### config.mk
export PLATFORM = sky130hd
export DESIGN_NAME = trigger_capture_ctrl
export DESIGN_NICKNAME = d
export VERILOG_FILES = /design/src/rtl/trigger_capture_ctrl_pkg.sv /design/src/rtl/trigger_capture_ctrl_tick_down_counter.sv /design/src/rtl/trigger_capture_ctrl.sv
export SDC_FILE = /design/constraint.sdc
export NUM_CORES = 1
export LEC_CHECK = 0
export ABC_CLOCK_PERIOD_IN_PS = 3600
export BUFFER_PORTS_ARGS = -buffer_cell sky130_fd_sc_hd__buf_2
export CORE_MARGIN = 3
export CORE_UTILIZATION = 60
export CTS_CLUSTER_DIAMETER = 30
export DETAILED_ROUTE_END_ITERATION = 10
export PLACE_DENSITY = 0.86
export SLEW_MARGIN = 5
export SYNTH_ARGS = -nofsm -noshare
export SYNTH_HDL_FRONTEND = slang
export SYNTH_HIERARCHICAL = 1
export SYNTH_SLANG_ARGS = --single-unit
export TNS_END_PERCENT = 100
### constraint.sdc
create_clock -name CLK120 -period 3.6 [get_ports CLK120]
set_input_delay 0.72 -clock CLK120 [delete_from_list [all_inputs] [get_ports CLK120]]
set_output_delay 0.72 -clock CLK120 [all_outputs]
set_load 0.02 [all_outputs]
### src/rtl/trigger_capture_ctrl_pkg.sv
// Shared definitions for the trigger capture controller:
// state encodings, trigger source bit indices and default widths.
package trigger_capture_ctrl_pkg;

    typedef enum logic [1:0] {
        ST_IDLE  = 2'd0,
        ST_POST  = 2'd1,
        ST_READY = 2'd2,
        ST_DEAD  = 2'd3
    } cap_state_t;

    localparam int SRC_SB   = 0;
    localparam int SRC_TOT  = 1;
    localparam int SRC_TOTD = 2;
    localparam int SRC_MOPS = 3;
    localparam int SRC_EXT  = 4;

    localparam int DEF_NSRC       = 5;
    localparam int DEF_TS_WIDTH   = 32;
    localparam int DEF_POST_WIDTH = 12;
    localparam int DEF_HOLD_WIDTH = 8;
    localparam int DEF_MISS_WIDTH = 16;

    function automatic int max_int(input int a, input int b);
        return (a > b) ? a : b;
    endfunction

endpackage

### src/rtl/trigger_capture_ctrl_tick_down_counter.sv
// Loadable down counter that only moves on 40 MHz ticks;
// last flags the tick on which the count reaches its end.
module trigger_capture_ctrl_tick_down_counter
    import trigger_capture_ctrl_pkg::*;
#(
    parameter int W = DEF_POST_WIDTH
) (
    input  logic         CLK120,
    input  logic         RST,
    input  logic         load,
    input  logic [W-1:0] load_val,
    input  logic         tick,
    output logic         last
);

    logic [W-1:0] cnt;

    always_ff @(posedge CLK120) begin
        if (RST) begin
            cnt <= '0;
        end else if (load) begin
            cnt <= load_val;
        end else if (tick && (cnt != '0)) begin
            cnt <= cnt - 1'b1;
        end
    end

    assign last = tick && (cnt == W'(1));

endmodule

### src/rtl/trigger_capture_ctrl.sv
// Trigger consumer: accepts masked 40 MHz trigger pulses, runs the
// post-trigger window, freezes capture and hands the event to readout.
module trigger_capture_ctrl
    import trigger_capture_ctrl_pkg::*;
#(
    parameter int NSRC       = DEF_NSRC,
    parameter int TS_WIDTH   = DEF_TS_WIDTH,
    parameter int POST_WIDTH = DEF_POST_WIDTH,
    parameter int HOLD_WIDTH = DEF_HOLD_WIDTH,
    parameter int MISS_WIDTH = DEF_MISS_WIDTH
) (
    input  logic                  CLK120,
    input  logic                  RST,
    input  logic [1:0]            ENABLE40,
    input  logic [NSRC-1:0]       TRIG_IN,
    input  logic [NSRC-1:0]       TRIG_MASK,
    input  logic [POST_WIDTH-1:0] POST_LEN,
    input  logic [HOLD_WIDTH-1:0] HOLDOFF,
    input  logic                  EVT_ACK,
    output logic                  CAPTURE_EN,
    output logic                  EVT_READY,
    output logic [NSRC-1:0]       EVT_SRC,
    output logic [TS_WIDTH-1:0]   EVT_TIME,
    output logic [MISS_WIDTH-1:0] MISSED,
    output logic                  BUSY
);

    localparam int CNT_W = max_int(POST_WIDTH, HOLD_WIDTH);

    cap_state_t state;
    cap_state_t state_nx;

    logic [1:0]          lcl_enable40;
    logic [TS_WIDTH-1:0] ts;
    logic [NSRC-1:0]     src_m;
    logic                tick;
    logic                hit;
    logic                miss;

    logic                cnt_load;
    logic [CNT_W-1:0]    cnt_val;
    logic                cnt_tick;
    logic                cnt_last;

    logic                accept;
    logic                capture_nx;
    logic                ready_nx;
    logic                busy_nx;

    assign src_m    = TRIG_IN & TRIG_MASK;
    assign tick     = (lcl_enable40 == 2'b00);
    assign hit      = tick && (|src_m);
    assign miss     = hit && (state != ST_IDLE) && !(&MISSED);
    assign cnt_tick = tick && ((state == ST_POST) || (state == ST_DEAD));

    // Phase register resets to 3 so the first post-reset cycle is never a tick
    always_ff @(posedge CLK120) begin
        if (RST) begin
            lcl_enable40 <= 2'b11;
            ts           <= '0;
        end else begin
            lcl_enable40 <= ENABLE40;
            if (tick) begin
                ts <= ts + 1'b1;
            end
        end
    end

    trigger_capture_ctrl_tick_down_counter #(
        .W (CNT_W)
    ) u_cnt (
        .CLK120   (CLK120),
        .RST      (RST),
        .load     (cnt_load),
        .load_val (cnt_val),
        .tick     (cnt_tick),
        .last     (cnt_last)
    );

    always_ff @(posedge CLK120) begin
        if (RST) begin
            state <= ST_IDLE;
        end else begin
            state <= state_nx;
        end
    end

    always_comb begin
        state_nx   = state;
        cnt_load   = 1'b0;
        cnt_val    = '0;
        accept     = 1'b0;
        unique case (state)
            ST_IDLE: begin
                if (hit) begin
                    accept   = 1'b1;
                    cnt_load = 1'b1;
                    cnt_val  = CNT_W'(POST_LEN);
                    state_nx = (POST_LEN == '0) ? ST_READY : ST_POST;
                end
            end
            ST_POST: begin
                if (cnt_last) begin
                    state_nx = ST_READY;
                end
            end
            ST_READY: begin
                if (EVT_ACK) begin
                    cnt_load = 1'b1;
                    cnt_val  = CNT_W'(HOLDOFF);
                    state_nx = (HOLDOFF == '0) ? ST_IDLE : ST_DEAD;
                end
            end
            ST_DEAD: begin
                if (cnt_last) begin
                    state_nx = ST_IDLE;
                end
            end
            default: begin
                state_nx = ST_IDLE;
            end
        endcase
        capture_nx = (state_nx == ST_IDLE) || (state_nx == ST_POST);
        ready_nx   = (state_nx == ST_READY);
        busy_nx    = (state_nx != ST_IDLE);
    end

    // Flags are registered from the next state so they line up with it
    always_ff @(posedge CLK120) begin
        if (RST) begin
            CAPTURE_EN <= 1'b0;
            EVT_READY  <= 1'b0;
            BUSY       <= 1'b0;
            EVT_SRC    <= '0;
            EVT_TIME   <= '0;
            MISSED     <= '0;
        end else begin
            CAPTURE_EN <= capture_nx;
            EVT_READY  <= ready_nx;
            BUSY       <= busy_nx;
            if (accept) begin
                EVT_SRC  <= src_m;
                EVT_TIME <= ts;
            end
            if (miss) begin
                MISSED <= MISSED + 1'b1;
            end
        end
    end

endmodule

==> results.sh <==
export IMPL_synth_edf_count=0
export IMPL_clockRootBuffer="clkbuf_8"
export IMPL_cp_start_kind="input pin"
export IMPL_cts_setup_buffers=0
export IMPL_synthArstFlopShare=0
export IMPL_grt_start_max_net_pins=51
export IMPL_viasPerCell=5.948
export IMPL_fin_total_pwr_mw=2.040
export IMPL_p_int_mw=1.546
export IMPL_dp_cells=736
export IMPL_synthAdderAreaFrac=0.01301
export IMPL_drive_gt1_frac=0.2046
export IMPL_hpwl_mm=8.156
export IMPL_pwr_share_clk=0.375
export IMPL_mostFrequentLayoutCells="104 x dfxtp_1, 94 x nand2_1, 90 x buf_2"
export IMPL_r2r_start="lcl_enable40[1]$_SDFF_PP1_"
export IMPL_cp_cell_sequence="buf_2 > a222oi_1 > nand2_1 > and3_1 > or2_2 > nand2b_1 > a31oi_1 > o21ai_0 > a21oi_1"
export IMPL_max_cap_violations=0
export IMPL_worst_path_largest_cell_delay_ns=0.56
export IMPL_status="finished clean"
export IMPL_fill_cells=645
export IMPL_synth_cell_types=58
export IMPL_post_route_min_period_ns=2.627
export IMPL_core_area_um2=7767
export IMPL_cts_max_path_buffers=2
export IMPL_synth_area_um2=4808
export IMPL_timing_rr_end="u_cnt/cnt[6]$_SDFFE_PP0P_"
export IMPL_drc_errors=0
export IMPL_regArea_um2=2082
export IMPL_fin_ws_ns=0.9731
export IMPL_synth_compound_area_frac=0.1551
export IMPL_fmax_mhz=380.7
export IMPL_ant_nets=0
export IMPL_ctsHoldBuffers=0
export IMPL_track_usage=0.2504
export IMPL_worstHoldStart="EVT_TIME[14]$_SDFFE_PP0P_"
export IMPL_synth_warnings=6
export IMPL_hold_slack_ns=0.4561
export IMPL_grt_setup_unrepaired="false"
export IMPL_power_density_nw_per_um2=372.3
export IMPL_cts_resized=0
export IMPL_fin_worst_skew_ns=0.01407
export IMPL_seq_power_share=0.570
export IMPL_hold_violations=0
export IMPL_worst_pin_slew_ns=0.8493
export IMPL_slew_violations=0
export IMPL_power_switching_mw=0.4936
export IMPL_dp_slack_ns=0.6229
export IMPL_fin_nets=685
export IMPL_hold_path_class="reg2reg"
export IMPL_gp_congestion=0.9001
export IMPL_die_h_um=95.52
export IMPL_cp_required_ns=3.90
export IMPL_peakVddDrop_mv=0.2572
export IMPL_num_rows=32
export IMPL_path_class="in2reg"
export IMPL_insertion_delay_ns=0.37
export IMPL_rr_worst_depth=6
export IMPL_cp_end_kind="flop"
export IMPL_synth_seq_cells=104
export IMPL_routedWlPerCell_um=15.48
export IMPL_fin_area_um2=5479
export IMPL_clock_sinks=104
export IMPL_cts_inserted_buffers=9
export IMPL_power_leakage_nw=2.110
export IMPL_r2r_slack_ns=1.07
export IMPL_ys_seq_area_frac=0.4330
export IMPL_synth_nets=613
export IMPL_grt_pass1_vias=3989
export IMPL_synth_xor_area_frac=0.06740
export IMPL_synthFlopType="dfxtp_1"
export IMPL_vias=4473
export IMPL_insertedDiodeCount=0
export IMPL_routed_wl_mm=11.64
export IMPL_ios=91
export IMPL_antenna_found_initial=0
export IMPL_synth_avg_cell_area_um2=8.392
export IMPL_synthCells=573
export IMPL_gr_total_overflow=0
export IMPL_synth_area_leaders="dfxtp_1 43%, nand2_1 7.3%, a21oi_1 6.0%, nor2_1 4.4%, xor2_1 4.4%"
export IMPL_dpl_cell_area_um2=5269
export IMPL_setup_violations=0
export IMPL_critPathMaxFanout=15
export IMPL_firstDrtPassIters=6
export IMPL_synth_top_family_by_area="simple AND/OR/NAND/NOR gates"
export IMPL_multi_input_area_um2=2541
export IMPL_period_share=0.7297
export IMPL_whs_endpoint="EVT_TIME[14]$_SDFFE_PP0P_"
export IMPL_io_buffer_count=90
export IMPL_instances_no_fill=752
export IMPL_synth_top_area_share=0.4330
export IMPL_final_common_cell="dfxtp_1"
export IMPL_comb_power_share=0.055
export IMPL_synthSimpleGateAreaFrac=0.2930
export IMPL_drtIter0Drc=166
export IMPL_fin_util=0.7054
export IMPL_area_growth_pct=13.95
export IMPL_setup_tns_ns=0
export IMPL_maxSlewHeadroom=0.4317
export IMPL_die_x_um=95.52
export IMPL_grt_pass1_wl_mm=18.29
export IMPL_dieArea_um2=9124
export IMPL_slowest_stage="a222oi_1"
export IMPL_h_tree_depth=3
export IMPL_clkSlewWorstSetupHoldPaths_ns=0.10
export IMPL_start_util=0.6190
export IMPL_cp_arrival_ns=2.93
export IMPL_yosys_area_top_type="dfxtp_1"
export IMPL_synth_area_mux_share=0
export IMPL_p_sw_frac=0.2419
export IMPL_hold_path_depth=2
export IMPL_cts_tree="built"
[final cells by class]
type	count	share of cell area
clock inverter	6	0.01325
clock buffer	10	0.02512
sequential	104	0.3800
inverter	10	0.006851
tap	102	0.02329
timing repair buffer	94	0.08769
multi-input combinational	426	0.4638
[critical path: cells and delay by family]
| kind | cells | cell delay (ns) |
|---|---|---|
| AOI/OAI and AO/OA | 4 | 1.15 |
| and+or+nand+nor | 4 | 0.94 |
| buffers and inverters | 1 | 0.11 |
[state kept, by name, summed over array words and instances (netlist names)]
signal	flops
CAPTURE_EN	1
EVT_SRC	5
BUSY	1
state	2
EVT_TIME	32
lcl_enable40	2
u_cnt/cnt	12
EVT_READY	1
ts	32
MISSED	16
[kinds of logic (layout without fill, tap and decap cells)]
group | count (synthesis) | after routing
AO/OA/AOI/OAI | 113 | 113
flip-flops | 104 | 104
AND/OR/NAND/NOR | 271 | 271
buffers and inverters | 43 | 120
XOR/XNOR | 37 | 37
adder cells (fa/ha/maj) | 5 | 5
[per-layer routing]
layer	track usage	vias to the layer above	wire length (um)
li1	-	2160	-
met1	0.2972	2173	4859
met3	0.05367	19	624
met5	0	-	0
met4	0.08412	0	201
met2	0.4453	121	5952
[cells in the mapped netlist (all sizes together) (3+ instances only)]
| library cell | number |
|---|---|
| dfxtp | 104 |
| nand2 | 94 |
| a21oi | 58 |
| nor2 | 56 |
| nand3 | 26 |
| clkbuf | 24 |
| xor2 | 24 |
| nand4 | 13 |
| nor4 | 13 |
| xnor2 | 13 |
| o21ai | 11 |
| or3 | 11 |
| inv | 10 |
| nor3 | 10 |
| and3 | 9 |
| buf | 9 |
| a22o | 8 |
| a211oi | 7 |
| and4 | 7 |
| a31oi | 6 |
| and2 | 5 |
| ha | 5 |
| nor3b | 5 |
| or2 | 5 |
| or4 | 5 |
| a311oi | 4 |
| nand2b | 3 |
| o21a | 3 |
| o31a | 3 |
[power groups by stage]
| stage | registers (mW) | logic (mW) | clock network, mW |
|---|---|---|---|
| floorplan | 1.19 | 0.0670 | 0 |
| global placement | 1.19 | 0.106 | 0 |
| detailed placement | 1.19 | 0.109 | 0 |
| CTS | 1.16 | 0.109 | 0.782 |
| global route | 1.16 | 0.120 | 0.819 |
| finish | 1.16 | 0.112 | 0.765 |
[worst max-delay path by stage]
stage | start | end | slack (ns) | cells after the start
6_report | TRIG_IN[0] | u_cnt/cnt[7]$_SDFFE_PP0P_ | 0.97 | 9
5_1_grt | lcl_enable40[1]$_SDFF_PP1_ | u_cnt/cnt[6]$_SDFFE_PP0P_ | 0.84 | 6
4_1_cts | TRIG_IN[0] | u_cnt/cnt[7]$_SDFFE_PP0P_ | 1.01 | 9
3_5_place_dp | TRIG_IN[0] | u_cnt/cnt[7]$_SDFFE_PP0P_ | 0.62 | 9
3_3_place_gp | TRIG_IN[0] | u_cnt/cnt[3]$_SDFFE_PP0P_ | 0.69 | 9
2_1_floorplan | TRIG_IN[0] | u_cnt/cnt[11]$_SDFFE_PP0P_ | 0.94 | 9
No activity file was read; power rests on OpenSTA's default activity.
